`src/rtl/ipbus_pkt_pkg.sv`:
```
// rtl/ipbus_pkt_pkg.sv - shared state encoding, default header layout and header word map
package ipbus_pkt_pkg;

    typedef enum logic [2:0] {
        IDLE,
        HDR_RD,
        HDR_WR,
        ENGINE,
        SEND,
        RELEASE
    } pkt_state_e;

    localparam int DEF_HDR_WORDS = 13;
    localparam int DEF_SWAP_A    = 7;
    localparam int DEF_SWAP_B    = 8;
    localparam int DEF_PORT_WORD = 9;

    // Request word that feeds response header word wc: the two MAC words trade places.
    function automatic int src(input int wc, input int swap_a, input int swap_b);
        if (wc == swap_a) begin
            return swap_b;
        end else if (wc == swap_b) begin
            return swap_a;
        end
        return wc;
    endfunction

endpackage

```
`src/rtl/ipbus_rr_arbiter.sv`:
```
// rtl/ipbus_rr_arbiter.sv - round-robin slot picker starting after the last granted slot
module ipbus_rr_arbiter #(
    parameter int NSLOT  = 2,
    parameter int SLOT_W = $clog2(NSLOT)
) (
    input  logic [NSLOT-1:0]  req,
    input  logic [NSLOT-1:0]  mask,
    input  logic [SLOT_W-1:0] last_grant,
    output logic [NSLOT-1:0]  grant,
    output logic [SLOT_W-1:0] grant_idx
);

    logic [NSLOT-1:0]  eligible;
    logic [SLOT_W-1:0] cand;

    assign eligible = req & ~mask;

    // Walk the slots from last_grant+1 around to last_grant and keep the first eligible one.
    always_comb begin
        grant     = '0;
        grant_idx = '0;
        cand      = '0;
        for (int i = 1; i <= NSLOT; i++) begin
            cand = last_grant + SLOT_W'(i);
            if (grant == '0 && eligible[cand]) begin
                grant[cand] = 1'b1;
                grant_idx   = cand;
            end
        end
    end

endmodule

```
`src/rtl/ipbus_pkt_sequencer.sv`:
```
// rtl/ipbus_pkt_sequencer.sv - multi-slot header copy, engine window and release sequencer (optional watchdog: PKTSEQ_TIMEOUT_EN)
module ipbus_pkt_sequencer
    import ipbus_pkt_pkg::*;
#(
    parameter int AWIDTH         = 9,
    parameter int NSLOT          = 2,
    parameter int HDR_WORDS      = DEF_HDR_WORDS,
    parameter int SWAP_A         = DEF_SWAP_A,
    parameter int SWAP_B         = DEF_SWAP_B,
    parameter int PORT_WORD      = DEF_PORT_WORD,
    parameter int TIMEOUT_CYCLES = 65535,
    localparam int SLOT_W        = $clog2(NSLOT)
) (
    input  logic                     ipb_clk,
    input  logic                     reset,
    input  logic [NSLOT-1:0]         rx_valid,
    output logic                     rx_free,
    output logic [SLOT_W-1:0]        rx_free_slot,
    output logic [SLOT_W+AWIDTH-1:0] req_addr,
    input  logic [31:0]              req_data,
    output logic [SLOT_W+AWIDTH-1:0] resp_addr,
    output logic [31:0]              resp_data,
    output logic                     resp_we,
    output logic                     eng_active,
    input  logic [AWIDTH-1:0]        eng_req_addr,
    output logic [31:0]              eng_req_data,
    input  logic [AWIDTH-1:0]        eng_resp_addr,
    input  logic [31:0]              eng_resp_data,
    input  logic                     eng_resp_we,
    input  logic [AWIDTH-1:0]        eng_resp_len,
    input  logic                     eng_done,
    output logic                     tx_req,
    input  logic                     tx_ack,
    output logic [SLOT_W-1:0]        tx_slot,
    output logic [AWIDTH-1:0]        tx_len,
    output logic [7:0]               err_count
);

    localparam logic [AWIDTH-1:0] HDR_OFS  = AWIDTH'(HDR_WORDS);
    localparam logic [AWIDTH-1:0] HDR_LAST = AWIDTH'(HDR_WORDS - 1);
    localparam logic [AWIDTH-1:0] PORT_IDX = AWIDTH'(PORT_WORD);

    if (TIMEOUT_CYCLES < 1) begin : g_bad_timeout
        $error("ipbus_pkt_sequencer: TIMEOUT_CYCLES must be at least 1");
    end
    if (NSLOT < 2 || (NSLOT & (NSLOT - 1)) != 0) begin : g_bad_nslot
        $error("ipbus_pkt_sequencer: NSLOT must be a power of two, at least 2");
    end
    if (HDR_WORDS < 10) begin : g_bad_hdr
        $error("ipbus_pkt_sequencer: HDR_WORDS must be at least 10");
    end

    pkt_state_e          state, state_n;
    logic [SLOT_W-1:0]   cur_slot, last_slot;
    logic [AWIDTH-1:0]   wc;
    logic [AWIDTH-1:0]   tx_len_q;
    logic                rel_mask_q;
    logic [NSLOT-1:0]    rel_mask;
    logic [NSLOT-1:0]    arb_grant;
    logic [SLOT_W-1:0]   arb_idx;
    logic                arb_valid;
    logic [AWIDTH-1:0]   hdr_src;
    logic                timeout_hit;

    // The slot released last cycle is still flagged valid upstream; hide it for one cycle.
    assign rel_mask  = rel_mask_q ? (NSLOT'(1) << last_slot) : '0;
    assign arb_valid = |arb_grant;
    assign hdr_src   = AWIDTH'(src(32'(wc), SWAP_A, SWAP_B));
    assign tx_len    = tx_len_q;

    ipbus_rr_arbiter #(
        .NSLOT  (NSLOT),
        .SLOT_W (SLOT_W)
    ) u_arb (
        .req        (rx_valid),
        .mask       (rel_mask),
        .last_grant (last_slot),
        .grant      (arb_grant),
        .grant_idx  (arb_idx)
    );

    // State register plus the per-packet slot, word counter and response length latches.
    always_ff @(posedge ipb_clk or posedge reset) begin
        if (reset) begin
            state      <= IDLE;
            cur_slot   <= '0;
            last_slot  <= SLOT_W'(NSLOT - 1);
            wc         <= '0;
            tx_len_q   <= '0;
            rel_mask_q <= 1'b0;
        end else begin
            state      <= state_n;
            rel_mask_q <= (state == RELEASE);
            case (state)
                IDLE: begin
                    if (arb_valid) begin
                        cur_slot <= arb_idx;
                        wc       <= '0;
                    end
                end
                HDR_WR: begin
                    if (wc != HDR_LAST) begin
                        wc <= wc + AWIDTH'(1);
                    end
                end
                ENGINE: begin
                    if (eng_done) begin
                        tx_len_q <= eng_resp_len + HDR_OFS;
                    end
                end
                RELEASE: last_slot <= cur_slot;
                default: ;
            endcase
        end
    end

    // Next state and all RAM / engine / transmit outputs, zero unless the state drives them.
    always_comb begin
        state_n      = state;
        req_addr     = '0;
        resp_addr    = '0;
        resp_data    = '0;
        resp_we      = 1'b0;
        eng_active   = 1'b0;
        eng_req_data = '0;
        tx_req       = 1'b0;
        tx_slot      = '0;
        rx_free      = 1'b0;
        rx_free_slot = '0;
        case (state)
            IDLE: begin
                if (arb_valid) begin
                    state_n = HDR_RD;
                end
            end
            HDR_RD: begin
                req_addr = {cur_slot, hdr_src};
                state_n  = HDR_WR;
            end
            HDR_WR: begin
                resp_addr = {cur_slot, wc};
                resp_we   = 1'b1;
                resp_data = (wc == PORT_IDX) ? {req_data[15:0], req_data[31:16]} : req_data;
                state_n   = (wc == HDR_LAST) ? ENGINE : HDR_RD;
            end
            ENGINE: begin
                eng_active   = 1'b1;
                req_addr     = {cur_slot, eng_req_addr + HDR_OFS};
                resp_addr    = {cur_slot, eng_resp_addr + HDR_OFS};
                resp_data    = eng_resp_data;
                resp_we      = eng_resp_we;
                eng_req_data = req_data;
                if (eng_done) begin
                    state_n = SEND;
                end else if (timeout_hit) begin
                    state_n = RELEASE;
                end
            end
            SEND: begin
                tx_req  = 1'b1;
                tx_slot = cur_slot;
                if (tx_ack) begin
                    state_n = RELEASE;
                end
            end
            RELEASE: begin
                rx_free      = 1'b1;
                rx_free_slot = cur_slot;
                state_n      = IDLE;
            end
            default: state_n = IDLE;
        endcase
    end

`ifdef PKTSEQ_TIMEOUT_EN
    logic [31:0] to_cnt;
    logic [7:0]  err_q;

    assign timeout_hit = (state == ENGINE) && (to_cnt == 32'(TIMEOUT_CYCLES - 1));
    assign err_count   = err_q;

    // Engine watchdog: counts cycles spent in ENGINE and tallies aborted packets, saturating.
    always_ff @(posedge ipb_clk or posedge reset) begin
        if (reset) begin
            to_cnt <= '0;
            err_q  <= '0;
        end else begin
            to_cnt <= (state == ENGINE) ? to_cnt + 32'd1 : '0;
            if (timeout_hit && !eng_done && err_q != 8'hFF) begin
                err_q <= err_q + 8'd1;
            end
        end
    end
`else
    assign timeout_hit = 1'b0;
    assign err_count   = '0;
`endif

endmodule
```
`config.mk`:
```
export PLATFORM = sky130hd
export DESIGN_NAME = ipbus_pkt_sequencer
export DESIGN_NICKNAME = d
export VERILOG_FILES = /design/src/rtl/ipbus_pkt_pkg.sv /design/src/rtl/ipbus_rr_arbiter.sv /design/src/rtl/ipbus_pkt_sequencer.sv
export SDC_FILE = /design/constraint.sdc
export NUM_CORES = 1
export LEC_CHECK = 0
export CORE_MARGIN = 10
export CORE_UTILIZATION = 37
export DETAILED_ROUTE_END_ITERATION = 16
export GPL_TIMING_DRIVEN = 1
export PLACE_DENSITY = 0.87
export SYNTH_ARGS = -nofsm -noshare
export SYNTH_HDL_FRONTEND = slang
export SYNTH_SLANG_ARGS = --single-unit
```
`constraint.sdc`:
```
create_clock -name ipb_clk -period 4.5 [get_ports ipb_clk]
set_input_delay 0.9 -clock ipb_clk [delete_from_list [all_inputs] [get_ports ipb_clk]]
set_output_delay 0.9 -clock ipb_clk [all_outputs]
set_load 0.01 [all_outputs]
```
; ---- Word level (Yosys, flattened, before mapping)
; Index checks and enable logic that the tools add are counted.
[totals]
reg_bits = 24
in_bits = 98
output_inout_bits = 107
[classes]
addsub = 5
n_lt_le_gt_ge = 4
n_eq_ne = 14
shift = 1
muxes = 37
bitwise_logic = 3
n_reduce_logical = 11
[ops]
columns = cell, count
row1 = $mux 32, 2
row2 = $pmux 32 s2, 1
row3 = $pmux 10 s2, 2
row4 = $add 9x4->9 const B, 3
row5 = $eq 9x4->1 const B, 3
row6 = $mux 9, 3
row7 = $pmux 9 s2, 1
row8 = $mux 1, 15
row9 = $pmux 3 s5, 1
row10 = $mux 3, 4
row11 = $add 9x1->9 const B, 1
row12 = $eq 9x5->1 const B, 1
row13 = $ne 9x4->1 const B, 1
row14 = $mux 2, 4
row15 = $ne 2x2->1 const B, 4
row16 = $eq 3x2->1 const B, 2
row17 = $eq 3x3->1 const B, 2
row18 = $reduce_and 3->1, 2
row19 = $lt 1x2->1 const B, 2
row20 = $mux 4, 1
row21 = $reduce_and 2->1, 2
row22 = $eq 3x1->1 const B, 1
row23 = $logic_and 1x1->1, 3
row24 = $logic_not 3->1, 1
row25 = other kinds (11), 13

; ---- Longest topological paths before layout
[logic_depth]
word_depth = 13
mapped_depth = 8
mapped_depth_nobuf = 6

; ---- Modules after synthesis
; From an unflattened synthesis, not the netlist that was laid out.
[hier_totals]
cells_unflattened = 374
area_unflattened_um2 = 2806.4
[modules_own_cells]
columns = module, instances, cells_per_inst, area_per_inst_um2, seq_area_each_um2
row1 = ipbus_pkt_sequencer, 1, 369, 2761.4, 601.8
row2 = ipbus_rr_arbiter, 1, 5, 45.0, 0.0

; ---- Least setup slack after synthesis
; OpenSTA, ideal clock, no wires.
[synth_timing]
path_type = reg2out
start = reg wc[5]
end = out resp_data[0]
t_arrival_ns = 2.147
required_time_ns = 3.600
path_slack_ns = 1.453
stages_incl_launch_ff = 8
path_cell_list = dfrtp_1 or4_1 buf_2 or4_4 buf_6 buf_6 mux2i_1 o21ai_1
[synth_via]
elab_chain_cells = 3
[synth_rtl]
columns = element, line_no
row1 = start: declaration, ipbus_pkt_sequencer.sv:55  ; logic [AWIDTH-1:0] wc;
row2 = start signal: assignment, ipbus_pkt_sequencer.sv:103  ; wc <= wc + AWIDTH'(1);
row3 = $eq 9x4->1, ipbus_pkt_sequencer.sv:143  ; resp_data = (wc == PORT_IDX) ? {req_data[15:0], req_data[31:16]} : req_data;
row4 = $mux 32, ipbus_pkt_sequencer.sv:143
row5 = $pmux 32 s2, ipbus_pkt_sequencer.sv:130  ; case (state)
row6 = end: declaration, ipbus_pkt_sequencer.sv:22  ; output logic [31:0] resp_data,
; No other way between the ends.

; ---- Worst setup path in the final report
[layout_timing]
start = reg wc[5]
end = out resp_data[9]
; Same word-level chain as after synthesis.

==> qor.yml <==
cts:
  cts_root_buffer: "clkbuf_8"
  cts_tree: "done"
  cts_hold_buf: 0
  cts_resized: 0
  cts.sinks: 24
  cts_setup_buffers: 0
  clkLatencyLatePin_ns: 0.27
  htree_levels: 1
  path_clk_slew_ns: 0.08
  numCtsBuffers: 3
  clk_path_buf_depth: 2
worst_setup_path:
  arrival_ns: 3.20
  critPathMaxFanout: 32
  rrSetupSlack_ns: 1.75
  critical_path_class: "reg2out"
  crit_path_end_kind: "primary output"
  critPathRequiredTime_ns: 3.60
  worstSetupStartpointType: "register"
job:
  cap_violations: 0
global_routing:
  grt_max_degree: 69
  grt_pass1_wl_mm: 18.6
  grt_usage_pct: 20.4
  grt_util_met3_pct: 5.72
  gr-usage-met2_pct: 37.1
  grt_overflow: 0
  grt_pass1_vias: 3309
  gr-usage-met1_pct: 22.7
  grt_antenna_before_repair: 1
  grt_most_used_layer: "met2"
timing:
  slew_viol_final: 0
  fin_ws_ns: 0.397
  fin_crit_ns: 4.10
  setup_viol: 0
  tightest_slew_ns: 1.02
  final_hold_viol_count: 0
  max_freq_mhz: 244
  final.setup.tns_ns: 0
  finClkSkew_ns: 0.00969
  rsz0062_at_grt: "no"
  whs_ns: 0.483
  maxSlewHeadroom_pct: 31.9
  fin_crit_sh_pct: 91.2
synthesis:
  synth_seq_area_share_pct: 22.2
  yosys_warnings: 0
  yosys.area.top_type_share_pct: 21.2
  yosys_most_used_dff: "dfrtp_1"
  synth.cell_area_um2: 2710
  synth.area.top_cells: "dfrtp_1 (21%), mux2i_1 (12%), nand2_1 (9.1%)"
  ys_ff_latch: 24
  synth_edf_count: 0
  synthDistinctLibCells: 45
  syn_area_per_cell_um2: 7.44
  synth_async_sr_flop_share_pct: 100
  syn-instance-count: 364
  yosysTopAreaCell: "dfrtp_1"
route:
  vias: 3351
  route.detailed.drc: 0
  ant_nets: 0
  routedWlPerCell_um: 19.2
  routed_wl_mm: 12.4
  first_iter_violations: 152
  viasPerCell: 5.20
  drt_pass1_iterations: 4
floorplanning:
  die_h_um: 106
  start_util_pct: 37.8
  core-area_um2: 7180
  die_w_um: 106
  pin_count: 205
  rows: 31
  die_area_um2: 11100
worst_hold_path:
  hold_path_class: "reg2reg"
finish:
  fin_nets: 649
  layout_common_cells: "clkdlybuf4s50_1 (196), nand2_1 (66), and2_1 (34)"
  final_common_cell: "clkdlybuf4s50_1"
  fill_cells: 607
  drive_gt1_share_pct: 2.76
  area_growth_pct: 74.4
  utilization_pct: 65.8
power_and_ir_drop:
  power.density_nw_per_um2: 409
  max-vdd-ir-drop_mv: 0.339
  p_leak_nw: 2.02
  total_power_mw: 1.93
place:
  dpl.hpwl_mm: 10.3
  gp_congestion: 0.892
  port-buffer-count: 196
  pre_cts_slack_ns: 0.601
status:
  status: "finished, final reports clean"
-- cell usage after synthesis, drive strengths merged, types with 5 or more instances --
library cell  instances
nand2                66
o21ai                55
and2                 34
mux2i                33
dfrtp                23
xor2                 17
clkbuf               16
buf                  13
nor2                 13
xnor2                 9
inv                   8
nor3                  7
a21oi                 6
ha                    6
and3                  5
nand3                 5
o22ai                 5
-- worst max-delay path: stages, from the launching register on --
cell and delay, ns:
dfrtp_1 0.44, or4_1 0.69, or4_4 0.81, mux2i_1 0.21
o21ai_1 0.17, clkdlybuf4s50_1 0.61
-- metrics by stage --
stage / instances / instance area [um2]
2_1_floorplan: 371 / 2740
3_3_place_gp: 639 / 4670
3_5_place_dp: 639 / 4670
4_1_cts: 643 / 4720
5_1_grt: 644 / 4720
6_report: 644 / 4720
-- where the power goes --
| group | switching (mW) | total, mW | internal [mW] | leakage, nW |
|---|---|---|---|---|
| sequential | 0.100 | 0.399 | 0.299 | 0.306 |
| combinational | 0.673 | 1.39 | 0.716 | 1.69 |
| clock | 0.0686 | 0.147 | 0.0781 | 0.0288 |
-- kinds of logic (layout without fill, tap and decap cells) --
| logic type | count (synthesis) | count (layout) | share of synthesized area (%) |
|---|---|---|---|
| compound gates | 84 | 84 | 18.0 |
| simple gates | 149 | 149 | 27.3 |
| mux | 37 | 37 | 13.9 |
| buf+inv | 37 | 210 | 7.39 |
| xor+xnor | 26 | 26 | 8.41 |
| fa+ha+maj | 6 | 6 | 2.77 |
| other cells | 1 | 9 | 0.138 |
| flops | 24 | 24 | 22.2 |
-- sequential cells by signal (all words and copies together) (netlist names) --
signal,flops
wc,9
state,3
cur_slot,1
last_slot,1
tx_len,9
rel_mask_q,1
-- final timing paths --
check	cells past startpoint	endpoint	from
max	5	resp_data[9]	wc[5]
min	2	tx_len[3]	tx_len[3]
max reg2reg	6	tx_len[1]	state[2]
min reg2reg	2	tx_len[3]	tx_len[3]
max in group asynchronous	2	tx_len[6]	reset
min in group asynchronous	2	wc[2]	reset
-- layout make-up --
class | instances | area (um2) | share of cell area [%]
inverter | 8 | 30.0 | 0.636
clock buffer | 4 | 55.1 | 1.17
sequential | 24 | 602 | 12.7
tap | 99 | 124 | 2.62
timing repair buffer | 198 | 1980 | 41.9
multi-input combinational | 310 | 1930 | 40.9
antenna | 1 | 2.50 | 0.0530
-- metal layers --
metal,vias up,part of all wire [%]
met3,17,8.2
met5,-,0
met4,0,2.3
met2,147,50
met1,1574,40
li1,1613,-
No activity file was read; power rests on OpenSTA's default activity.
